File: config.mk
export PLATFORM = sky130hd
export DESIGN_NAME = xm_mem_interface
export DESIGN_NICKNAME = d
export VERILOG_FILES = /design/src/rtl/xm_mem_interface.sv
export SDC_FILE = /design/constraint.sdc
export NUM_CORES = 1
export LEC_CHECK = 0
export CAP_MARGIN = 20
export CORE_AREA = 4 4 91 84
export CTS_BUF_LIST = sky130_fd_sc_hd__clkbuf_4
export DETAILED_ROUTE_END_ITERATION = 8
export DIE_AREA = 0 0 95 88
export PLACE_DENSITY = 0.69
export REMOVE_ABC_BUFFERS = 1
export SETUP_SLACK_MARGIN = 0.15
export SKIP_LAST_GASP = 1
export SYNTH_ARGS = -nofsm -noshare
export SYNTH_HDL_FRONTEND = slang
export SYNTH_SLANG_ARGS = --single-unit
File: constraint.sdc
create_clock -name clk_i -period 1.7 [get_ports clk_i]
set_input_delay 0.34 -clock clk_i [delete_from_list [all_inputs] [get_ports clk_i]]
set_output_delay 0.34 -clock clk_i [all_outputs]
set_load 0.1 [all_outputs]
File: src/rtl/xm_mem_interface.sv
// xm_mem_interface: single-request memory bus unit with byte-lane steering for the XM core.
// Define XM_MEM_TIMEOUT_EN to abort stalled bus accesses after TIMEOUT cycles with busErr_o.
module xm_mem_interface #(
   parameter int WORD    = 16,
   parameter int TIMEOUT = 15
) (
   input  logic            clk_i,
   input  logic            arst_i,
   input  logic            memEn_i,
   input  logic            memRW_i,
   input  logic            byteOp_i,
   input  logic [WORD-1:0] adr_i,
   input  logic [WORD-1:0] wrData_i,
   output logic            memBusy_o,
   output logic [WORD-1:0] rdData_o,
   output logic            rdValid_o,
   output logic            alnErr_o,
   output logic            busErr_o,
   output logic            busReq_o,
   output logic            busWe_o,
   output logic [WORD-1:0] busAdr_o,
   output logic [1:0]      busByteEn_o,
   output logic [WORD-1:0] busWrData_o,
   input  logic [WORD-1:0] busRdData_i,
   input  logic            busAck_i
);
   typedef enum logic {IDLE, ACCESS} state_t;
   state_t state_q, state_d;
   logic accept, aln, done, tmo;
   logic [WORD-1:0] rd_lane;
`ifdef XM_MEM_TIMEOUT_EN
   localparam int CW = $clog2(TIMEOUT + 1);
   logic [CW-1:0] cnt_q;
`endif
   assign memBusy_o = (state_q == ACCESS);
   assign busReq_o  = (state_q == ACCESS);
   // The latched lane enables double as the record of access size and byte position.
   assign rd_lane = busByteEn_o == 2'b11 ? busRdData_i :
                    busByteEn_o[1] ? {8'h00, busRdData_i[15:8]} : {8'h00, busRdData_i[7:0]};
   always_comb begin
      state_d = state_q;
      accept  = 1'b0;
      aln     = 1'b0;
      done    = 1'b0;
      tmo     = 1'b0;
      if (state_q == IDLE) begin
         aln     = memEn_i && !byteOp_i && adr_i[0];
         accept  = memEn_i && !aln;
         state_d = accept ? ACCESS : IDLE;
      end else if (busAck_i) begin
         done    = 1'b1;
         state_d = IDLE;
      end
`ifdef XM_MEM_TIMEOUT_EN
      else if (cnt_q == CW'(TIMEOUT - 1)) begin
         tmo     = 1'b1;
         state_d = IDLE;
      end
`endif
   end
   always_ff @(posedge clk_i or negedge arst_i) begin
      if (!arst_i) begin
         state_q     <= IDLE;
         rdData_o    <= '0;
         rdValid_o   <= 1'b0;
         alnErr_o    <= 1'b0;
         busWe_o     <= 1'b0;
         busAdr_o    <= '0;
         busByteEn_o <= 2'b00;
         busWrData_o <= '0;
      end else begin
         state_q   <= state_d;
         alnErr_o  <= aln;
         rdValid_o <= done && !busWe_o;
         if (done && !busWe_o) rdData_o <= rd_lane;
         if (accept) begin
            busWe_o     <= memRW_i;
            busAdr_o    <= {adr_i[WORD-1:1], 1'b0};
            busByteEn_o <= byteOp_i ? (adr_i[0] ? 2'b10 : 2'b01) : 2'b11;
            busWrData_o <= byteOp_i ? {2{wrData_i[7:0]}} : wrData_i;
         end
      end
   end
`ifdef XM_MEM_TIMEOUT_EN
   always_ff @(posedge clk_i or negedge arst_i) begin
      if (!arst_i) begin
         cnt_q    <= '0;
         busErr_o <= 1'b0;
      end else begin
         cnt_q    <= accept ? '0 : (state_q == ACCESS ? cnt_q + 1'b1 : cnt_q);
         busErr_o <= tmo;
      end
   end
`else
   assign busErr_o = 1'b0;
`endif
endmodule

==> impl_metrics.tcl <==
set metrics [dict create \
    outcome "completed" \
    yosys.area_share.simple 0.0667 \
    yosysMostFrequentCell "dfrtp_1" \
    start_util 0.348 \
    synth_warnings 0 \
    crit_type "in2reg" \
    multi_input_area_um2 851 \
    ctsHtreeMaxLevel 2 \
    finalSetupTns_ns 0 \
    layout-drive-gt1-share 0.341 \
    synth_flop_cell "dfrtp_1" \
    yosys-top-cells-count "dfrtp_1 (53), nand2_1 (25), mux2_4 (20)" \
    cts_buffer_depth 2 \
    cpMaxStageDelayCell "clkdlybuf4s50_1" \
    clk_latency_ns 0.35 \
    skew_ns 0.0153 \
    grt.total_usage 0.148 \
    num_vias 1717 \
    hold_viol_final 0 \
    synthArstFlopShare 1.00 \
    syn2layout_area_growth_pct 80.5 \
    core_area_um2 6590 \
    cpPeakStageDelay_ns 0.48 \
    cp-start-kind "input port" \
    synth_edf_count 0 \
    cts.sinks 53 \
    avgSynthCellArea_um2 12.8 \
    antenna_found_initial 0 \
    final.min_clock_period_ns 1.50 \
    cap_viol_max_count 0 \
    dieArea_um2 8360 \
    postLayoutSetupSlackWorst_ns 0.198 \
    period_share 0.884 \
    drt_first_pass_iters 4 \
    ys_seq_area_frac 0.579 \
    hold_path.class "in2async" \
    drt_first_iter_violations 73 \
    nNetsFinal 346 \
    synthDistinctLibCells 23 \
    io_pins 110 \
    crit_required_ns 1.94 \
    num_antenna_cells 0 \
    cts_setup_buffers 0 \
    dp_hpwl_um 4720 \
    holdWs_ns 0.411 \
    peakVddDrop_mv 0.909 \
    numCtsBuffers 5 \
    synth_area_um2 2290 \
    grt_max_degree 39 \
    r2r_slack_ns 0.27 \
    cts_resized 0 \
    overflow 0 \
    synth_seq_cells 53 \
    die_x_um 95 \
    synth_xor_area_frac 0 \
    synth_top_family_by_area "multiplexers" \
    drtAntennaViolNets 0 \
    netlist_top_cells_area "dfrtp_1 (58%), mux2_4 (13%), mux2i_1 (7.0%)" \
    synthCells 179 \
    synth_top_area_cell "dfrtp_1" \
    viasPerCell 4.48 \
    synth_compound_area_frac 0.0809 \
    synth_top_area_frac 0.579 \
    synth_mux_area_frac 0.221 \
    path_cells "clkdlybuf4s50_1, nor2b_1, and2_4, buf_12, mux2_4" \
    p_total_w 0.00770 \
    fp.dieH_um 88 \
    grt_pass1_vias 1823 \
    slew_violations 0 \
    pre_cts_ws_ns -0.163 \
    finalWirelength_um 5920 \
    drc 0 \
    synth_fa_ha_area_frac 0 \
    root_buffer "clkbuf_4" \
    gp_congestion 0.800 \
    portBuffers 107 \
    setup_viol 0 \
    rsz0062_at_grt "false" \
    grt_pass1_wl_um 9520 \
    cts_tree "yes" \
    postCtsHoldBufs 1 \
    regArea_um2 1330 \
    max_freq_ghz 0.666 \
    clk_pin_slew_ns 0.15 \
    powerDensity_nw_per_um2 1860 \
    path_max_fanout 15 \
    utilization 0.627 \
    n_fill_cell 535 \
    placementRows 28 \
    worstSetupEndpointType "register" \
    post_drt_wl_per_cell_um 15.5 \
    path_buf_inv 2 \
    cpLargestDelayFamily "buffers and inverters" \
    p_leak_nw 1.89 \
    arrival_ns 1.74 \
]
-- placed cells by master (no fill, tap or decap), drive strengths merged --
master | netlist | final
and2 | 2 | 2
buf | 11 | 67
nand2b | 3 | 3
dfrtp | 53 | 53
bufinv | 0 | 1
nand2 | 25 | 25
conb | 1 | 2
o21ai | 16 | 16
clkdlybuf4s50 | 0 | 52
inv | 2 | 2
mux2 | 24 | 24
a21o | 1 | 1
nand3b | 1 | 1
nor2b | 1 | 1
clkinv | 0 | 1
o2bb2ai | 1 | 1
nor2 | 1 | 1
a21oi | 16 | 16
clkbuf | 4 | 6
o22a | 1 | 1
mux2i | 16 | 16
dlygate4sd3 | 0 | 1
-- flip-flops by register name, indices dropped and copies added (netlist names) --
register     cells
busAdr_o        15
rdValid_o        1
alnErr_o         1
busByteEn_o      2
busWrData_o     16
rdData_o        16
busReq_o         1
busWe_o          1
-- through the flow --
step / std cells / area (um2)
final: 383 / 4130
after floorplan: 165 / 2180
after global routing: 383 / 4130
after CTS: 383 / 4130
after detailed placement: 374 / 4040
after global placement: 374 / 4040
-- kinds of logic after synthesis --
kind of cell	after synthesis
compound gates	35
buf+inv	17
flops	53
mux	40
other cells	1
simple gates	33
-- path summary, 6_finish.rpt --
kind	startpoint	to	depth (start not counted)
worst max-delay path	memEn_i	busAdr_o[3]	5
worst min-delay path	arst_i	rdData_o[9]	2
worst max register to register	busReq_o	busAdr_o[3]	4
worst min register to register	rdData_o[14]	rdData_o[14]	2
max in group asynchronous	arst_i	busWrData_o[6]	3
min in group clk_i	rdData_o[14]	rdData_o[14]	2
-- per-layer routing --
metal	up-vias	track usage	part of all wire
li1	827	-	-
met1	807	0.188	0.42
met2	81	0.241	0.47
met3	2	0.0636	0.11
met4	0	0.0197	0.0035
met5	-	0	0
-- power breakdown --
| group | switching (W) | internal (W) | total [W] |
|---|---|---|---|
| combinational | 0.00317 | 0.00183 | 0.00501 |
| sequential | 0.000394 | 0.00161 | 0.00200 |
| clock | 0.000364 | 0.000323 | 0.000687 |
| total | 0.00393 | 0.00377 | 0.00770 |
-- final cells by class --
cell class                      count  share of cell area
Clock buffer                        6              0.0109
Tap cell                           90              0.0272
Inverter                            2             0.00182
Timing Repair Buffer              120               0.425
Sequential cell                    53               0.321
Clock inverter                      2             0.00817
Multi-Input combinational cell    110               0.206
Note: power is estimated with default switching activity, not from simulation.
==> RTL change (same settings) <==
Register the output `alnErr_o` once more, cleared by the reset; this adds one clock of latency there. The other outputs are not delayed to match.
--- a/src/rtl/xm_mem_interface.sv
+++ b/src/rtl/xm_mem_interface.sv
@@ -27,2 +27,4 @@
    typedef enum logic {IDLE, ACCESS} state_t;
+
+   logic alnErr_s0;
    state_t state_q, state_d;
@@ -65,3 +67,3 @@
          rdValid_o   <= 1'b0;
-         alnErr_o    <= 1'b0;
+         alnErr_s0   <= 1'b0;
          busWe_o     <= 1'b0;
@@ -72,3 +74,3 @@
          state_q   <= state_d;
-         alnErr_o  <= aln;
+         alnErr_s0 <= aln;
          rdValid_o <= done && !busWe_o;
@@ -96,2 +98,10 @@
 `endif
+   always_ff @(posedge clk_i or negedge arst_i) begin
+      if (!arst_i) begin
+         alnErr_o <= '0;
+      end else begin
+         alnErr_o <= alnErr_s0;
+      end
+   end
+
 endmodule
Function: changed (Yosys sat finds a counterexample within 4 cycles, from zero or initial values and one cycle with arst_i low).
==> RTL change against the original RTL <==
- clock power fell by 21%
- routed wire length down 5.4%
- non-clock buffer count is 2 higher
- sequential cell count grew 1
- critical path type unchanged
- power is 1.6% lower
- combinational power hardly changed
- cell area is essentially flat
- largest cell class unchanged
- largest power group unchanged
- final cell count increased by 0.52%
- setup slack improved by 0.057 ns
- synthesized area grew 1.1%
- first-iteration DRC count shrank 45%
==> RTL change: results (changes against the original RTL) <==
critical path startpoint category -> primary input (unchanged)
IO Port Bufs -> 107 (unchanged)
first-pass GRT wire length -> 9128 µm (was 9522 µm)
Critical Path AT -> 1.70 ns (was 1.74 ns)
1st-iter DRT viols -> 40 (was 73)
hold buffer count at cts -> 1 (unchanged)
outcome -> finished, final reports clean (unchanged)
final non-filler cell total -> 385 (was 383)
total track usage -> 0.1411 (was 0.1477)
Mean Syn Cell Area -> 12.86 µm² (was 12.79 µm²)
Nets -> 349 (was 346)
Clock Root Buffer -> clkbuf_4 (unchanged)
top cells by area, synth -> dfrtp_1, mux2_4, mux2i_1, nand2_1, a21oi_1 (unchanged)
largest net degree at the start of global routing -> 34 (was 39)
DR vias/cell -> 4.439 (was 4.483)
worst-skew pair later-pin latency -> 0.36 ns
DP HPWL -> 4505 µm (was 4718 µm)
Reg clk slew, reported paths -> 0.14 ns
Slowest-stage cell, CP -> clkdlybuf4s50_1 (unchanged)
Synth cell types -> 23 (unchanged)
crit-path max cell delay -> 0.49 ns
maximum vdd drop -> 856.4 µV (was 908.6 µV)
Post-synth top cells -> dfrtp_1, nand2_1, mux2_4 (unchanged)
Inst Count DP -> 377 (was 374)
Synth async-reset ratio -> 1.000 (unchanged)
H-tree levels -> 2 (unchanged)
Crit path max-delay family -> buffers and inverters (unchanged)
Crit Path Max Fanout -> 16 (was 15)
clock buffer depth -> 2 (unchanged)
layout cells sized above 1 -> 0.3458 (was 0.3413)
ANT cells -> 0 (unchanged)
Setup Skew -> 0.01327 ns (was 0.01535 ns)
final WL -> 5599 µm (was 5919 µm)
synth warn -> 0 (unchanged)
Largest regs -> busWrData_o x16, rdData_o x16, busAdr_o x15 (unchanged)
FF-to-FF Start -> busReq_o (unchanged)
P_leak -> 1.896 nW (was 1.888 nW)
1st-pass router iterations -> 4 (unchanged)
prevailing post-synth register cell -> dfrtp_1 (unchanged)
GPL Wtd Cong -> 0.6963 (was 0.8004)
pre-CTS WS -> -0.1283 ns (was -0.1632 ns)
initial antenna violation count -> 0 (unchanged)
Seq/Total Area, Yosys -> 0.5838 (was 0.5792)
vias in the first global route -> 1861 (was 1823)
CTS Buf Count -> 5 (unchanged)
CTS resizes -> 0 (unchanged)
Hold Crit Class -> flip-flop to flip-flop (was primary input to asynchronous set/reset pin)
==> RTL change: where the power goes <==
group	switching, W	internal [W]	total [W]
clock	0.000357	0.000189	0.000546
sequential	0.000390	0.00163	0.00202
combinational	0.00317	0.00183	0.00501
==> RTL change: cell type report <==
cell class              instances  area, µm²
well taps                      90      112.6
inverters                       2      7.507
repair buffers                122       1759
multi-input cells             110      850.8
flip-flops and latches         54       1351
fillers                       532       2452
clock buffers                   7      52.55
==> RTL change: stage by stage <==
| step | hold slack (ns) | total power, W | area (µm²) |
|---|---|---|---|
| global route | 0.4076 | 0.007853 | 4134 |
| CTS | 0.3776 | 0.007657 | 4134 |
| finish | 0.3757 | 0.007578 | 4134 |
| floorplan | 0.04441 | 0.004981 | 2210 |
| detailed placement | 0.3379 | 0.007097 | 4071 |
| global placement | 0.3344 | 0.007048 | 4071 |
==> RTL change: per-layer routing <==
layer / track usage / routed length (µm) / vias up
met5: 0 / 0 / -
met3: 0.05069 / 485 / 4
met4: 0.03145 / 32 / 0
met2: 0.2305 / 2778 / 61
met1: 0.1808 / 2302 / 814
li1: - / - / 830
==> RTL change: path summary, 6_finish.rpt <==
path / depth (start not counted) / end / slack, ns
max in group asynchronous: 3 / busWrData_o[11] / 0.89
max reg2reg: 4 / busAdr_o[10] / 0.35
min: 0 / alnErr_o / 0.38
min in group asynchronous: 3 / rdData_o[14] / 0.48
min reg2reg: 0 / alnErr_o / 0.38
max: 5 / busAdr_o[10] / 0.26
==> RTL change: logic make-up (layout without fill, tap and decap cells) <==
group,after synthesis,in the layout,share of synthesized area
AO/OA/AOI/OAI,35,35,0.08001
buffers and inverters,17,131,0.05027
flip-flops,54,54,0.5838
multiplexers,40,40,0.2184
other,1,2,0.001620
AND/OR/NAND/NOR,33,33,0.06595
